<file path="config.mk">
export PLATFORM = sky130hd
export DESIGN_NAME = dmem_mmio_console
export DESIGN_NICKNAME = d
export VERILOG_FILES = /design/src/rtl/dmem_mmio_console.sv
export SDC_FILE = /design/constraint.sdc
export NUM_CORES = 1
export LEC_CHECK = 0
export ABC_AREA = 0
export CORE_MARGIN = 2
export CORE_UTILIZATION = 48
export CTS_CLUSTER_DIAMETER = 30
export CTS_CLUSTER_SIZE = 12
export DETAILED_ROUTE_END_ITERATION = 7
export PLACE_DENSITY_LB_ADDON = 0.12
export SYNTH_ARGS = -nofsm -noshare
export SYNTH_HDL_FRONTEND = slang
export SYNTH_SLANG_ARGS = --single-unit
</file>
<file path="constraint.sdc">
create_clock -name CLK -period 4.1 [get_ports CLK]
set_input_delay 1.23 -clock CLK [delete_from_list [all_inputs] [get_ports CLK]]
set_output_delay 1.23 -clock CLK [all_outputs]
set_load 0.01 [all_outputs]
</file>
<file path="src/rtl/dmem_mmio_console.sv">
// MMIO responder for the DMEM bus: console byte FIFO, status, halt/exit code.
// Optional free-running runtime counter at offset 0xC when DMEM_MMIO_CYCLES_EN is defined.
module dmem_mmio_console #(
  parameter int          FIFO_DEPTH = 8,
  parameter logic [9:0]  BASE_ADDR  = 10'h3F0
) (
  input  logic        CLK,
  input  logic        RST,
  input  logic        MemWrite,
  input  logic        MemRead,
  input  logic [9:0]  address,
  input  logic [31:0] write_data,
  output logic [31:0] read_data,
  output logic        hit,
  output logic        tx_valid,
  output logic [7:0]  tx_data,
  input  logic        tx_ready,
  output logic        halted,
  output logic [31:0] exit_code
);

  localparam int PTR_W = (FIFO_DEPTH > 1) ? $clog2(FIFO_DEPTH) : 1;
  localparam int CNT_W = $clog2(FIFO_DEPTH + 1);
  localparam int SAT_W = (CNT_W > 4) ? CNT_W : 4;

  typedef enum logic [1:0] {
    OFF_TXDATA = 2'd0,
    OFF_STATUS = 2'd1,
    OFF_HALT   = 2'd2,
    OFF_CYCLES = 2'd3
  } reg_off_e;

  logic [7:0]       mem_q [FIFO_DEPTH];
  logic [7:0]       mem_d [FIFO_DEPTH];
  logic [PTR_W-1:0] wr_ptr_q, wr_ptr_d;
  logic [PTR_W-1:0] rd_ptr_q, rd_ptr_d;
  logic [CNT_W-1:0] count_q, count_d;
  logic             overflow_q, overflow_d;
  logic             halted_q, halted_d;
  logic [31:0]      exit_code_q, exit_code_d;

  reg_off_e         offset;
  logic             wr_en;
  logic             push;
  logic             pop;
  logic             push_accept;
  logic             full;
  logic             empty;
  logic [SAT_W-1:0] count_wide;
  logic [3:0]       count_sat;
  logic [31:0]      status_word;
  logic [31:0]      cycles_val;
  logic             unused_inputs;

  assign hit    = (address[9:4] == BASE_ADDR[9:4]);
  assign offset = reg_off_e'(address[3:2]);
  assign wr_en  = MemWrite & hit;

  assign full   = (count_q == CNT_W'(FIFO_DEPTH));
  assign empty  = (count_q == '0);

  assign push        = wr_en && (offset == OFF_TXDATA);
  assign pop         = tx_valid & tx_ready;
  // A full FIFO still takes a push when the head leaves on the same edge.
  assign push_accept = push && (!full || pop);

  assign count_wide  = SAT_W'(count_q);
  assign count_sat   = (count_wide > SAT_W'(15)) ? 4'hF : count_wide[3:0];
  assign status_word = {20'h0, count_sat, 4'h0, overflow_q, halted_q, empty, full};

  assign tx_valid  = !empty;
  assign tx_data   = empty ? 8'h00 : mem_q[rd_ptr_q];
  assign halted    = halted_q;
  assign exit_code = exit_code_q;

  assign unused_inputs = ^{MemRead, address[1:0]};

`ifdef DMEM_MMIO_CYCLES_EN
  logic [31:0] cycles_q, cycles_d;

  // Runtime stops counting once the program halts.
  always_comb begin
    cycles_d = cycles_q;
    if (!halted_q) begin
      cycles_d = cycles_q + 32'd1;
    end
  end

  always_ff @(posedge CLK) begin
    if (RST) begin
      cycles_q <= 32'h0;
    end else begin
      cycles_q <= cycles_d;
    end
  end

  assign cycles_val = cycles_q;
`else
  assign cycles_val = 32'h0;
`endif

  always_comb begin
    mem_d       = mem_q;
    wr_ptr_d    = wr_ptr_q;
    rd_ptr_d    = rd_ptr_q;
    count_d     = count_q;
    overflow_d  = overflow_q;
    halted_d    = halted_q;
    exit_code_d = exit_code_q;

    if (pop) begin
      rd_ptr_d = rd_ptr_q + PTR_W'(1);
    end

    if (push_accept) begin
      mem_d[wr_ptr_q] = write_data[7:0];
      wr_ptr_d        = wr_ptr_q + PTR_W'(1);
    end else if (push) begin
      overflow_d = 1'b1;
    end

    case ({push_accept, pop})
      2'b10:   count_d = count_q + CNT_W'(1);
      2'b01:   count_d = count_q - CNT_W'(1);
      default: count_d = count_q;
    endcase

    if (wr_en && (offset == OFF_STATUS) && write_data[3]) begin
      overflow_d = 1'b0;
    end

    // Only the first HALT store counts; later ones keep the original exit code.
    if (wr_en && (offset == OFF_HALT) && !halted_q) begin
      halted_d    = 1'b1;
      exit_code_d = write_data;
    end
  end

  always_ff @(posedge CLK) begin
    mem_q <= mem_d;
    if (RST) begin
      wr_ptr_q    <= '0;
      rd_ptr_q    <= '0;
      count_q     <= '0;
      overflow_q  <= 1'b0;
      halted_q    <= 1'b0;
      exit_code_q <= 32'h0;
    end else begin
      wr_ptr_q    <= wr_ptr_d;
      rd_ptr_q    <= rd_ptr_d;
      count_q     <= count_d;
      overflow_q  <= overflow_d;
      halted_q    <= halted_d;
      exit_code_q <= exit_code_d;
    end
  end

  always_comb begin
    read_data = 32'h0;
    if (hit) begin
      case (offset)
        OFF_STATUS: read_data = status_word;
        OFF_HALT:   read_data = exit_code_q;
        OFF_CYCLES: read_data = cycles_val;
        default:    read_data = 32'h0;
      endcase
    end
  end

endmodule
</file>
==> impl_metrics.toml, run 1 <==
[yosys]
yosysWarnings = 0
synth_nets = 433
ys_top_cells_by_area = "edfxtp_1, dfxtp_1, mux4_2"
synthArstFlopShare = 0
synth_largest_area_cell = "edfxtp_1"
synth_area_mm2 = 0.00459
ys_seq_elements = 108
synth_most_common_cell = "nand2_1"
synth_top_flop_cell = "edfxtp_1"
yosysSeqAreaShare = 0.610
synth_edf_count = 64
ys_types = 42
synth_top_area_frac = 0.418
synth.avg_cell_area_um2 = 12.2
synth_common_cells = "nand2_1, edfxtp_1, dfxtp_1"
postSynthCellCount = 378

[cts]
clock-root-buffer = "clkbuf_8"
cts_tree = "built"
clock-sinks = 108
cts_setup_buffers = 0
worst_skew_pair.late_latency_ns = 0.37
cts-buffers-inserted = 9
htreeDepth = 3
clk_transition_reported_paths_ns = 0.11
cts_buffer_depth = 2

[grt]
met2_usage = 0.358
antenna_found_initial = 0
grt_pass1_wl_mm = 16.9
met3_usage = 0.0527
grt_max_degree = 46
grt_pass1_vias = 3341
grtUsageTotal = 0.214
grt_overflow = 0
busiest_layer = "met2"
met1_usage = 0.281

[die]
io_pins = 122
num_rows = 35
die_y_um = 102
core-area_mm2 = 0.00928
die_width_um = 102
dieArea_mm2 = 0.0104
start_util = 0.495

[timing]
period_share = 0.976
hold_viol_final = 0
layout_min_cycle_time_ns = 4.00
max_slew.worst_pin.slew_ns = 1.16
clock.fmax_ghz = 0.250
rsz0062_at_grt = "no"
slew_headroom = 0.229
timing.hold.ws_ns = 0.478
slew_viol_final = 0
fin_worst_skew_ns = 0.0117
finalWorstSetupSlack_ns = 0.0986
setup_violations = 0

[job]
drv_cap = 0

[layout]
drive_above_1_share = 0.135
n_antenna_cell = 0
instances_no_fill = 642
fillers = 745
final_area_mm2 = 0.00618
nets = 563
syn_to_final_growth_pct = 34.6

[worst_setup_path]
crit_arrival_ns = 2.77
required_ns = 2.87
crit_path_end_kind = "primary output"
critPathLaunchType = "primary input"
path_class = "primary input to primary output"
cp_max_fo = 3

[placement]
numPortBuffers = 118
dp_hpwl_mm = 7.57
dpl_cell_area_mm2 = 0.00602
pre_cts_ws_ns = -0.148
dp.cells = 626
gp_congestion = 0.786

[drt]
vias = 3320
drc = 0
routed_via_density = 5.17
wl_per_cell_um = 16.6
drt-initial-drc-count = 134
routed_wl_mm = 10.7
ant_nets = 0
drt_pass1_iterations = 4

[pwr]
sequentialPowerShare = 0.623
intPower_w = 0.00143
switching_power_w = 0.000414
power.leakage_nw = 2.22
power.clock.fraction = 0.336
swShare = 0.225
power_frac_comb = 0.041
power_w = 0.00184
p_per_area_mw_per_mm2 = 298
ir_drop_mv = 0.204

[min_path]
hold_class = "flop to flop"

[run_status]
status = "finished, final reports clean"
[metrics by stage]
| step | utilization | TNS (ns) |
|---|---|---|
| after floorplan | - | 0 |
| after global placement | 0.649 | -3.44 |
| after detailed placement | 0.649 | -4.01 |
| after CTS | 0.666 | 0 |
| after global routing | 0.666 | 0 |
| final | 0.666 | 0 |
[metal layers]
metal,vias up,share of wire
li1,1619,-
met1,1591,0.45
met2,103,0.48
met3,7,0.061
met4,0,0.0071
met5,-,0
[worst paths after layout]
path | startpoint | endpoint | slack [ns] | depth (start not counted)
max | address[8] | hit | 0.1 | 5
min | exit_code[25]$_SDFFE_PP0P_ | exit_code[25]$_SDFFE_PP0P_ | 0.48 | 2
max reg2reg | count_q[1]$_SDFFE_PP0P_ | count_q[2]$_SDFFE_PP0P_ | 1.50 | 11
min reg2reg | exit_code[25]$_SDFFE_PP0P_ | exit_code[25]$_SDFFE_PP0P_ | 0.48 | 2
[state kept, by name, summed over array words and instances, names as in the netlist]
signal	flops
mem_q	64
exit_code	32
count_q	4
rd_ptr_q	3
wr_ptr_q	3
halted	1
overflow_q	1
[power groups by stage]
stage / sequential, W / clock, W / combinational (W)
floorplan: 0.00117 / 0 / 0.0000171
global placement: 0.00117 / 0 / 0.0000737
detailed placement: 0.00117 / 0 / 0.0000755
CTS: 0.00115 / 0.000635 / 0.0000765
global route: 0.00115 / 0.000677 / 0.0000825
finish: 0.00115 / 0.000619 / 0.0000758
[cells in the final DEF (no fill, tap or decap), types with 2 or more instances in the layout]
master / instances
buf_4: 26
nand3_1: 2
nand4_1: 3
ha_1: 7
o21ai_0: 4
clkdlybuf4s50_1: 85
xor2_1: 4
inv_1: 3
and2_1: 26
nor4_1: 2
a22oi_1: 7
inv_6: 3
nand2_1: 66
clkbuf_8: 9
nor2_1: 23
dlygate4sd2_1: 32
nor2b_1: 3
nor4b_1: 4
mux4_2: 16
and4_1: 2
edfxtp_1: 64
a21oi_1: 39
dfxtp_1: 44
mux2i_1: 10
or3_1: 2
nor3_1: 2
[final cells by class]
cell class,instances,area (um^2),area share
Timing Repair Buffer,145,1350,0.219
Clock buffer,9,124,0.0200
Tap cell,129,161,0.0261
Clock inverter,7,67.6,0.0109
Inverter,4,15.0,0.00243
Sequential cell,108,2800,0.453
Multi-Input combinational cell,240,1660,0.269
[timing repair]
item                                    in CTS  in global routing
gates resized for setup                     35                  0
hold buffers                                 0                  0
endpoints found under the setup margin      32                  0
[critical path: stages]
cell and delay (ns):
clkdlybuf4s50_1 0.45, and4_1 0.24, and2_1 0.18, buf_4 0.11
clkdlybuf4s50_1 0.57
[cell families (layout without fill, tap and decap cells)]
logic type | after synthesis | after routing | share of synthesized area
XOR/XNOR | 5 | 5 | 0.00953
AO/OA/AOI/OAI | 55 | 55 | 0.0676
multiplexers | 27 | 27 | 0.103
flip-flops | 108 | 108 | 0.610
adder cells (fa/ha/maj) | 8 | 8 | 0.0218
buffers and inverters | 30 | 165 | 0.0305
AND/OR/NAND/NOR | 145 | 145 | 0.158
No activity file was read; power rests on OpenSTA's default activity.
==> run 2: changes to the inputs <==
- CAP_MARGIN: default -> 20
==> impl_metrics.toml, run 2 (same netlist as run 1, synthesis figures left out) <==
[cts]
post_cts_resized = 35
cts_buffer_depth = 2
clk_transition_reported_paths_ns = 0.11
postCtsHoldBufs = 0
worst_skew_pair.late_latency_ns = 0.36
cts_setup_buffers = 0
clock-sinks = 108
htreeDepth = 3
cts_tree = "built"
cts-buffers-inserted = 9
clock-root-buffer = "clkbuf_8"

[worst_setup_path]
crit_path_end_kind = "primary output"
rr_worst_depth = 11
path_class = "primary input to primary output"
critPathSlowestCell = "clkdlybuf4s50_1"
required_ns = 2.87
timing.rr.start = "count_q[0]$_SDFFE_PP0P_"
cpPeakStageDelay_ns = 0.56
cp_max_fo = 3
crit_arrival_ns = 2.77
crit_family = "buffers and inverters"
crit_buf_inv = 3
path_cells = "clkdlybuf4s50_1, and4_1, and2_1, buf_4, clkdlybuf4s50_1"
r2r_setup_slack_ns = 1.51
r2r-end = "count_q[2]$_SDFFE_PP0P_"
cp_common_cell = "clkdlybuf4s50_1"
critPathLaunchType = "primary input"

[placement]
pre_cts_ws_ns = -0.148
gp_congestion = 0.786
numPortBuffers = 118
dp.cells = 626
dp_hpwl_mm = 7.57

[layout]
ff_latch_area_mm2 = 0.00280
fillers = 743
utilization = 0.668
mostFrequentLayoutCell = "clkdlybuf4s50_1"
instances_no_fill = 643
largest_reg_flops = 64
top_register = "mem_q"
drive_above_1_share = 0.136
final_cell_mix = "clkdlybuf4s50_1, nand2_1, edfxtp_1"
syn_to_final_growth_pct = 34.9
nets = 564
n_antenna_cell = 0
multi_input_area_mm2 = 0.00166

[min_path]
hold_path_depth = 2
hold_class = "flop to flop"
whs_endpoint = "exit_code[25]$_SDFFE_PP0P_"
min_from = "exit_code[25]$_SDFFE_PP0P_"

[die]
die_y_um = 102
die_width_um = 102
io_pins = 122
start_util = 0.495
dieArea_mm2 = 0.0104
core-area_mm2 = 0.00928
num_rows = 35

[timing]
hold_viol_final = 0
slew_headroom = 0.416
max_slew.worst_pin.slew_ns = 0.875
layout_min_cycle_time_ns = 4.00
setup_violations = 0
timing.hold.ws_ns = 0.478
clock.fmax_ghz = 0.250
period_share = 0.975
slew_viol_final = 0
finalWorstSetupSlack_ns = 0.103
fin_worst_skew_ns = 0.0128
rsz0062_at_grt = "no"

[drt]
vias = 3312
dr_wl_met2_mm = 5.20
drt-met1-wl_mm = 4.69
drt-initial-drc-count = 139
drt_pass1_iterations = 4
ant_nets = 0
routed_wl_mm = 10.6
routed_via_density = 5.15
met3_length_um = 696
top_layer = "met4"
drc = 0
wl_per_cell_um = 16.5

[pwr]
power_w = 0.00184
p_per_area_mw_per_mm2 = 296
intPower_w = 0.00143
ir_drop_mv = 0.203
power.clock.fraction = 0.335
swShare = 0.223
sequentialPowerShare = 0.624
switching_power_w = 0.000410
power.leakage_nw = 2.23
power_frac_comb = 0.041

[grt]
antenna_found_initial = 0
grt_max_degree = 46
grt_pass1_wl_mm = 16.9
grt_overflow = 0
grtUsageTotal = 0.214
grt_pass1_vias = 3341

[run_status]
status = "finished, final reports clean"

[job]
drv_cap = 0
[run 2: cell types whose count changed in the layout (fill, tap and decap cells not counted), sizes merged]
cell	previous run	this run
buf	28	29
[run 2: final cells by class]
type / instances / area share
Multi-Input combinational cell: 240 / 0.268
Tap cell: 129 / 0.0260
Sequential cell: 108 / 0.452
Clock inverter: 7 / 0.0109
Inverter: 4 / 0.00242
Clock buffer: 9 / 0.0200
Timing Repair Buffer: 146 / 0.220
[run 2: worst max-delay path by stage]
stage	slack [ns]	cells past startpoint	startpoint	to
3_5_place_dp	-0.15	7	address[2]	read_data[24]
3_3_place_gp	-0.13	6	address[8]	read_data[1]
6_report	0.10	5	address[8]	hit
5_1_grt	0.02	5	address[7]	hit
2_1_floorplan	0.58	7	address[2]	read_data[12]
4_1_cts	0.08	5	address[8]	hit
[run 2: through the flow]
stage               area (um^2)  TNS (ns)
finish                     6200         0
global route               6200         0
CTS                        6180         0
detailed placement         6020     -4.01
global placement           6020     -3.44
floorplan                  4590         0
[run 2: layer usage]
layer / up-vias / GRT usage
met5: - / 0
met3: 4 / 0.0527
li1: 1619 / -
met4: 0 / 0.0615
met1: 1568 / 0.281
met2: 121 / 0.358
[run 2: worst reg2reg max path: cells and delay by family (launching register included)]
family | cells | cell delay (ns)
flip-flops | 1 | 0.42
buffers and inverters | 2 | 0.32
XOR/XNOR | 2 | 0.26
adder cells (fa/ha/maj) | 2 | 0.47
AO/OA/AOI/OAI | 2 | 0.27
AND/OR/NAND/NOR | 3 | 0.77
[run 2: power groups by stage]
stage,registers (W),clock network [W],logic [W]
after floorplan,0.00117,0,0.0000171
after global placement,0.00117,0,0.0000737
after detailed placement,0.00117,0,0.0000755
after CTS,0.00115,0.000635,0.0000765
after global routing,0.00115,0.000677,0.0000826
final,0.00115,0.000615,0.0000759
==> run 3: changes to the inputs <==
- PLACE_DENSITY: default -> 0.82
- PLACE_DENSITY_LB_ADDON: 0.12 -> default
==> impl_metrics.toml, run 3 (same netlist as run 1, synthesis figures left out) <==
[placement]
dp_hpwl_mm = 7.74
gp_congestion = 0.825
numPortBuffers = 118
dpl_cell_area_mm2 = 0.00599

[cts]
postCtsHoldBufs = 0
htreeDepth = 3
cts_tree = "built"
cts_buffer_depth = 2
clock-sinks = 108
cts-buffers-inserted = 9
clock-root-buffer = "clkbuf_8"
clk_transition_reported_paths_ns = 0.09
worst_skew_pair.late_latency_ns = 0.37

[drt]
ant_nets = 0
drc = 0
wl_per_cell_um = 17.1
drt_pass1_iterations = 4
vias = 3414
routed_wl_mm = 11.0
routed_via_density = 5.33
drt-initial-drc-count = 136

[timing]
max_slew.worst_pin.slew_ns = 0.815
fin_worst_skew_ns = 0.0132
rsz0062_at_grt = "no"
period_share = 0.977
slew_viol_final = 0
setup_violations = 0
clock.fmax_ghz = 0.250
hold_viol_final = 0
layout_min_cycle_time_ns = 4.00
slew_headroom = 0.455

[worst_setup_path]
required_ns = 2.87
r2r-end = "count_q[2]$_SDFFE_PP0P_"
crit_arrival_ns = 2.77
cp_max_fo = 13
r2r_setup_slack_ns = 1.49
crit_path_end_kind = "primary output"
critPathSlowestCell = "clkdlybuf4s50_1"
crit_buf_inv = 4
timing.rr.start = "count_q[0]$_SDFFE_PP0P_"
critPathLaunchType = "primary input"
cpPeakStageDelay_ns = 0.46
path_class = "primary input to primary output"
crit_family = "buffers and inverters"
rr_worst_depth = 11
path_cells = "clkdlybuf4s50_1, and4_4, and3_4, buf_6, buf_4, and2_1, dlygate4sd2_1"

[layout]
top_register = "mem_q"
n_antenna_cell = 0
drive_above_1_share = 0.131
final_cell_mix = "clkdlybuf4s50_1, nand2_1, edfxtp_1"
mostFrequentLayoutCell = "clkdlybuf4s50_1"
nets = 562
final_area_mm2 = 0.00619
syn_to_final_growth_pct = 34.8
largest_reg_flops = 64

[pwr]
ir_drop_mv = 0.216
power_w = 0.00189
p_per_area_mw_per_mm2 = 305
power.leakage_nw = 2.22

[die]
io_pins = 122
core-area_mm2 = 0.00928
die_width_um = 102
dieArea_mm2 = 0.0104
num_rows = 35
die_y_um = 102
start_util = 0.495

[min_path]
whs_endpoint = "exit_code[17]$_SDFFE_PP0P_"
min_from = "exit_code[17]$_SDFFE_PP0P_"
hold_path_depth = 2
hold_class = "flop to flop"

[grt]
antenna_found_initial = 0
grt_pass1_vias = 3535
grt_overflow = 0
grt_max_degree = 23
grt_pass1_wl_mm = 17.6
grtUsageTotal = 0.223

[run_status]
status = "finished, final reports clean"

[job]
drv_cap = 0
[run 3: area by class of cell]
cell class / count / area, um^2
Fill cell: 708 / 3090
Sequential cell: 108 / 2800
Multi-Input combinational cell: 240 / 1660
Timing Repair Buffer: 144 / 1340
Clock buffer: 11 / 174
Tap cell: 129 / 161
Clock inverter: 5 / 37.5
Inverter: 4 / 15.0
[run 3: worst max-delay path by stage]
stage | from | slack, ns | to | cells past startpoint
final | address[7] | 0.1 | read_data[17] | 7
after global routing | address[3] | 0.02 | read_data[17] | 7
after CTS | address[6] | 0.09 | read_data[17] | 7
after detailed placement | address[2] | -0.17 | read_data[11] | 6
after global placement | address[2] | -0.15 | read_data[19] | 7
after floorplan | address[2] | 0.58 | read_data[12] | 7
[run 3: worst register-to-register path: stages, from the launching register on]
cell and delay [ns]:
dfxtp_1 0.42, nor4_4 0.29, buf_4 0.25, inv_2 0.06, and2_4 0.18, ha_1 0.27
xor2_1 0.17, ha_1 0.19, a21oi_1 0.16, xor2_1 0.10, or3_1 0.32, a21oi_1 0.14
[run 3: timing repair]
item | 4_1_cts | 5_1_grt
setup buffers | 2 | 0
setup endpoints to repair | 32 | 1
gates cloned | 0 | 0
resized for setup | 36 | 1
[run 3: power breakdown]
group	internal (W)	leakage, nW	switching (W)
registers	0.00115	0.929	0.000000580
logic	0.0000455	1.18	0.0000336
clock network	0.000299	0.110	0.000365
total	0.00149	2.22	0.000399
[run 3: metrics by stage]
stage / instances / hold slack [ns] / worst slack (ns) / util / setup TNS (ns)
finish: 641 / 0.473 / 0.0951 / 0.667 / 0
global placement: 623 / 0.456 / -0.154 / 0.645 / -4.00
global route: 641 / 0.499 / 0.0197 / 0.667 / 0
detailed placement: 623 / 0.461 / -0.169 / 0.645 / -4.73
floorplan: 378 / 0.488 / 0.576 / - / 0
CTS: 641 / 0.477 / 0.0892 / 0.666 / 0
[run 3: metal layers]
| metal | GRT usage | vias up | routed length (um) |
|---|---|---|---|
| li1 | - | 1608 | - |
| met1 | 0.267 | 1657 | 4310 |
| met2 | 0.389 | 134 | 5510 |
| met3 | 0.0773 | 15 | 962 |
| met4 | 0.0585 | 0 | 174 |
| met5 | 0 | - | 0 |
==> RTL edit 1: new RTL, settings of run 1 <==
The option `DMEM_MMIO_CYCLES_EN` is turned on by a define.
--- a/src/rtl/dmem_mmio_console.sv
+++ b/src/rtl/dmem_mmio_console.sv
@@ -2,2 +2,4 @@
 // Optional free-running runtime counter at offset 0xC when DMEM_MMIO_CYCLES_EN is defined.
+`define DMEM_MMIO_CYCLES_EN
+
 module dmem_mmio_console #(
Check against the original RTL: not equivalent (Yosys sat finds a counterexample within 4 cycles, from zero or initial values and one cycle with RST high).
==> RTL edit 1 against run 1 <==
Total power increased by 65%. Synthesized area is 39% higher. Sequential cell count rose by 32. Wire length grew 43%. Setup slack gained 0.070 ns. Non-clock buffer count up 3. Final cell count is 41% higher. Cell area up 35%. Sequential share of layout area fell by 4.2 points. Largest cell class unchanged.
==> RTL edit 1: results (changes against run 1) <==
synth:
  synthDistinctLibCells: 50  # was 42
  yosys_most_used_dff: "dfxtp_1"  # was edfxtp_1
  synth_area_leaders: "edfxtp_1, dfxtp_1, mux4_2"  # unchanged
  seq_area_frac_synth: 0.5394  # was 0.6102
place:
  dp_hpwl_um: 10930  # was 7573 um
  post-place-ws_ns: -0.1737  # was -0.1477 ns
  place_area_um2: 7815  # was 6021 um^2
global_routing:
  grt_max_degree: 44  # was 46
  grt_first_pass_wirelength_um: 24540  # was 16860 um
  track_usage: 0.2209  # was 0.2144
routing:
  num_vias: 4927  # was 3320
  drt-met1-wl_um: 6441  # was 4782 um
  dr_wl_met3_um: 696  # was 650 um
  drt_iter0_markers: 243  # was 134
  met2_length_um: 7881  # was 5146 um
  drt-wirelength-per-cell_um: 16.79  # was 16.60 um
power_and_ir_drop:
  internal_power_mw: 2.427  # was 1.427 mW
  ir_drop_v: 0.0003703  # was 0.0002036 V
  cellLeakagePower_nw: 3.045  # was 2.218 nW
outcome:
  status: "finished, final reports clean"  # unchanged
final_layout:
  nNetsFinal: 772  # was 563
  fin_util: 0.6369  # was 0.6659
  drive_gt1_frac: 0.1298  # was 0.1345
clocking:
  numCtsBuffers: 17  # was 9
  clock-root-buffer: "clkbuf_16"  # was clkbuf_8
sta:
  finClkSkew_ns: 0.008410  # was 0.01172 ns
-- RTL edit 1: changes by cell type in the layout (fill, tap and decap cells not counted), sizes merged, moves of 7 or more --
cell	change
a21oi	+15
and2	-23
nor2	+49
mux2i	+25
nand4	+8
mux2	+8
or4	+13
clkbuf	+12
nand3	+7
o31ai	+13
xor2	+7
nand2	+12
dfxtp	+32
-- RTL edit 1: layout make-up --
cell class	instances	area (um^2)
clock inverters	11	118.9
clock buffers	21	450.4
flip-flops and latches	140	3443
fillers	1064	4771
well taps	176	220.2
multi-input cells	403	2714
inverters	9	33.78
repair buffers	148	1386
-- RTL edit 1: what timing repair did --
action,4_1_cts,5_1_grt
hold buffers,0,0
resized for setup,30,5
endpoints found under the setup margin,32,5
pin swaps,1,0
-- RTL edit 1: power by group through the flow --
stage	combinational (mW)	sequential (mW)	clock, mW
floorplan	0.0391	1.49	0
global placement	0.105	1.50	0
detailed placement	0.108	1.50	0
CTS	0.108	1.47	1.49
global route	0.116	1.47	1.55
finish	0.107	1.47	1.47
-- RTL edit 1: per-stage QoR --
stage	setup TNS, ns	cells
4_1_cts	-0.001042	908
2_1_floorplan	0	591
6_report	0	908
5_1_grt	0	908
3_3_place_gp	-2.764	876
3_5_place_dp	-3.228	876
-- RTL edit 1: kinds of logic after synthesis --
family,after synthesis,synth area share
adders and majority gates,6,0.01176
AOI/OAI and AO/OA,88,0.08036
xor gates and xnor gates,18,0.02470
buffers and inverters,48,0.03626
muxes,60,0.1272
DFF,140,0.5394
and+or+nand+nor,231,0.1803
-- RTL edit 1: critical path, delay by kind of cell --
| family | cells | cell delay (ns) |
|---|---|---|
| buf+inv | 4 | 0.96 |
| simple gates | 4 | 0.50 |
-- RTL edit 1: final timing paths --
kind | slack, ns | from | cells past startpoint | end
setup / recovery | 0.17 | address[8] | 8 | read_data[27]
hold / removal | 0.46 | exit_code[23] | 2 | exit_code[23]
setup reg to reg | 1.48 | count_q[0] | 12 | count_q[2]
hold reg to reg | 0.46 | exit_code[23] | 2 | exit_code[23]
-- RTL edit 1: metal layers --
| metal | vias up | track usage |
|---|---|---|
| met1 | 2395 | 0.2616 |
| met3 | 16 | 0.05077 |
| li1 | 2398 | - |
| met5 | - | 0 |
| met2 | 118 | 0.3951 |
| met4 | 0 | 0.07426 |
==> RTL edit 2: new RTL, config.mk and constraints of run 1 <==
Made on the original files. One comparison of `count_q` changes from == to >=.
--- a/src/rtl/dmem_mmio_console.sv
+++ b/src/rtl/dmem_mmio_console.sv
@@ -58,3 +58,3 @@
 
-  assign full   = (count_q == CNT_W'(FIFO_DEPTH));
+  assign full   = (count_q >= CNT_W'(FIFO_DEPTH));
   assign empty  = (count_q == '0);
Behaviour: no difference found for any inputs over 4 cycles, from zero or initial values and one cycle with RST high; that may be too few to reach the edited logic, so the function may still have changed.
==> RTL edit 2 against run 1 <==
Sequential cell count unchanged. Setup slack better by 0.0012 ns. Clock skew down 0.00061 ns. Count of clock-buffer cells in the layout rose by 1. Wire length rose by 1.6%. Synthesized area fell by 0.65%. Cell area is 0.79% lower. Total power shrank 0.60%. Largest cell class unchanged. Highest routed layer unchanged.
==> RTL edit 2: results (changes against run 1) <==
place:
  dp_hpwl_um: 7810  # was 7573 um
  placed_cells: 627  # was 626
  port_buffers: 118  # unchanged
  post-place-ws_ns: -0.1954  # was -0.1477 ns
  place_congestion: 0.7371  # was 0.7861
  place_area_um2: 5984  # was 6021 um^2
synth:
  yosysWarnings: 0  # unchanged
  yosys.area_share.xor_xnor: 0.009597  # was 0.009534
  seq_area_frac_synth: 0.6142  # was 0.6102
  ys_top_cells_by_count: "nand2_1, edfxtp_1, dfxtp_1, a21oi_1, nor2_1"  # was nand2_1, edfxtp_1, dfxtp_1, a21oi_1, and2_1
  synthAdderAreaFrac: 0.02194  # was 0.02179
  syn-num-nets: 438  # was 433
  synthCells: 383  # was 378
  synth.area.mux_share: 0.1034  # was 0.1027
  synth_edf_count: 64  # unchanged
  synth_area_leaders: "edfxtp_1, dfxtp_1, mux4_2"  # unchanged
  synth_compound_area_frac: 0.06636  # was 0.06756
  synthDistinctLibCells: 37  # was 42
global_routing:
  track_usage: 0.2163  # was 0.2144
  grt_first_pass_wirelength_um: 17080  # was 16860 um
  grt_max_degree: 34  # was 46
  grt_pass1_vias: 3383  # was 3341
final_layout:
  finalNonFillerCells: 643  # was 642
  nNetsFinal: 564  # was 563
  n_fill_cell: 720  # was 745
  largest_reg_flops: 64  # unchanged
  n_antenna_cell: 0  # unchanged
  drive_gt1_frac: 0.1226  # was 0.1345
setup_path:
  r2r_end: "count_q[2]"  # unchanged
  r2r_slack_ns: 1.58  # was 1.50 ns
  r2r-start: "count_q[0]"  # was count_q[1]
  crit_path_max_fanout: 25  # was 3
sta:
  holdWs_ns: 0.4780  # was 0.4778 ns
  worstMarginPinSlew_ns: 0.7326  # was 1.156 ns
  finClkSkew_ns: 0.01111  # was 0.01172 ns
routing:
  vias_per_cell: 5.303  # was 5.171
  drt-wirelength-per-cell_um: 16.84  # was 16.60 um
  drt_iter0_markers: 159  # was 134
worst_hold_path:
  holdPathEnd: "exit_code[20]"  # was exit_code[25]
  hp-start: "exit_code[20]"  # was exit_code[25]
power_and_ir_drop:
  cellLeakagePower_nw: 2.268  # was 2.218 nW
  ir_drop_v: 0.0001700  # was 0.0002036 V
floorplan:
  die-area_um2: 10300  # was 10370 um^2
outcome:
  status: "finished, final reports clean"  # unchanged
clocking:
  clock_path_buffers: 2  # unchanged
  clkTransAtPathRegs_ns: 0.10
[RTL edit 2: routing by layer]
metal  wire length (um)  part of all wire  GRT usage
met1               4667              0.43     0.2940
met2               5269              0.49     0.3563
met3                820             0.076    0.05038
met4                 70            0.0065    0.04886
met5                  0                 0          0
[RTL edit 2: final cells by class]
type / count / area, um^2 / share of cell area
flip-flops and latches: 108 / 2803 / 0.4570
clock inverters: 6 / 53.80 / 0.008772
well taps: 129 / 161.4 / 0.02632
inverters: 5 / 18.77 / 0.003060
clock buffers: 10 / 127.6 / 0.02081
multi-input cells: 243 / 1623 / 0.2646
repair buffers: 142 / 1346 / 0.2195
[RTL edit 2: power breakdown]
part	switching [mW]	leakage, nW	internal, mW
clock	0.366	0.0951	0.235
combinational	0.0364	1.24	0.0463
sequential	0.000548	0.929	1.15
total	0.403	2.27	1.43
[RTL edit 2: worst max path at each step]
stage                    start       endpoint  slack (ns)  depth (start not counted)
finish              address[8]            hit         0.1                          5
global placement    address[8]   read_data[0]       -0.16                          6
global route        address[2]   read_data[0]        0.04                          7
floorplan           address[8]  read_data[22]        0.58                          5
detailed placement  address[8]   read_data[0]       -0.20                          6
CTS                 address[8]            hit        0.08                          5
[RTL edit 2: critical path, stage by stage]
cell	delay, ns
clkdlybuf4s50_1	0.45
and4_1	0.22
and2_4	0.17
buf_12	0.14
clkdlybuf4s50_1	0.54
[RTL edit 2: cells by family after synthesis]
family | after synthesis
buffers and inverters | 32
XOR/XNOR | 5
multiplexers | 27
AO/OA/AOI/OAI | 55
AND/OR/NAND/NOR | 148
flip-flops | 108
adder cells (fa/ha/maj) | 8
[RTL edit 2: timing repair]
item,4_1_cts,5_1_grt
buffers inserted,0,0
hold endpoints to repair,0,0
gates resized for setup,35,0
endpoints found under the setup margin,32,0
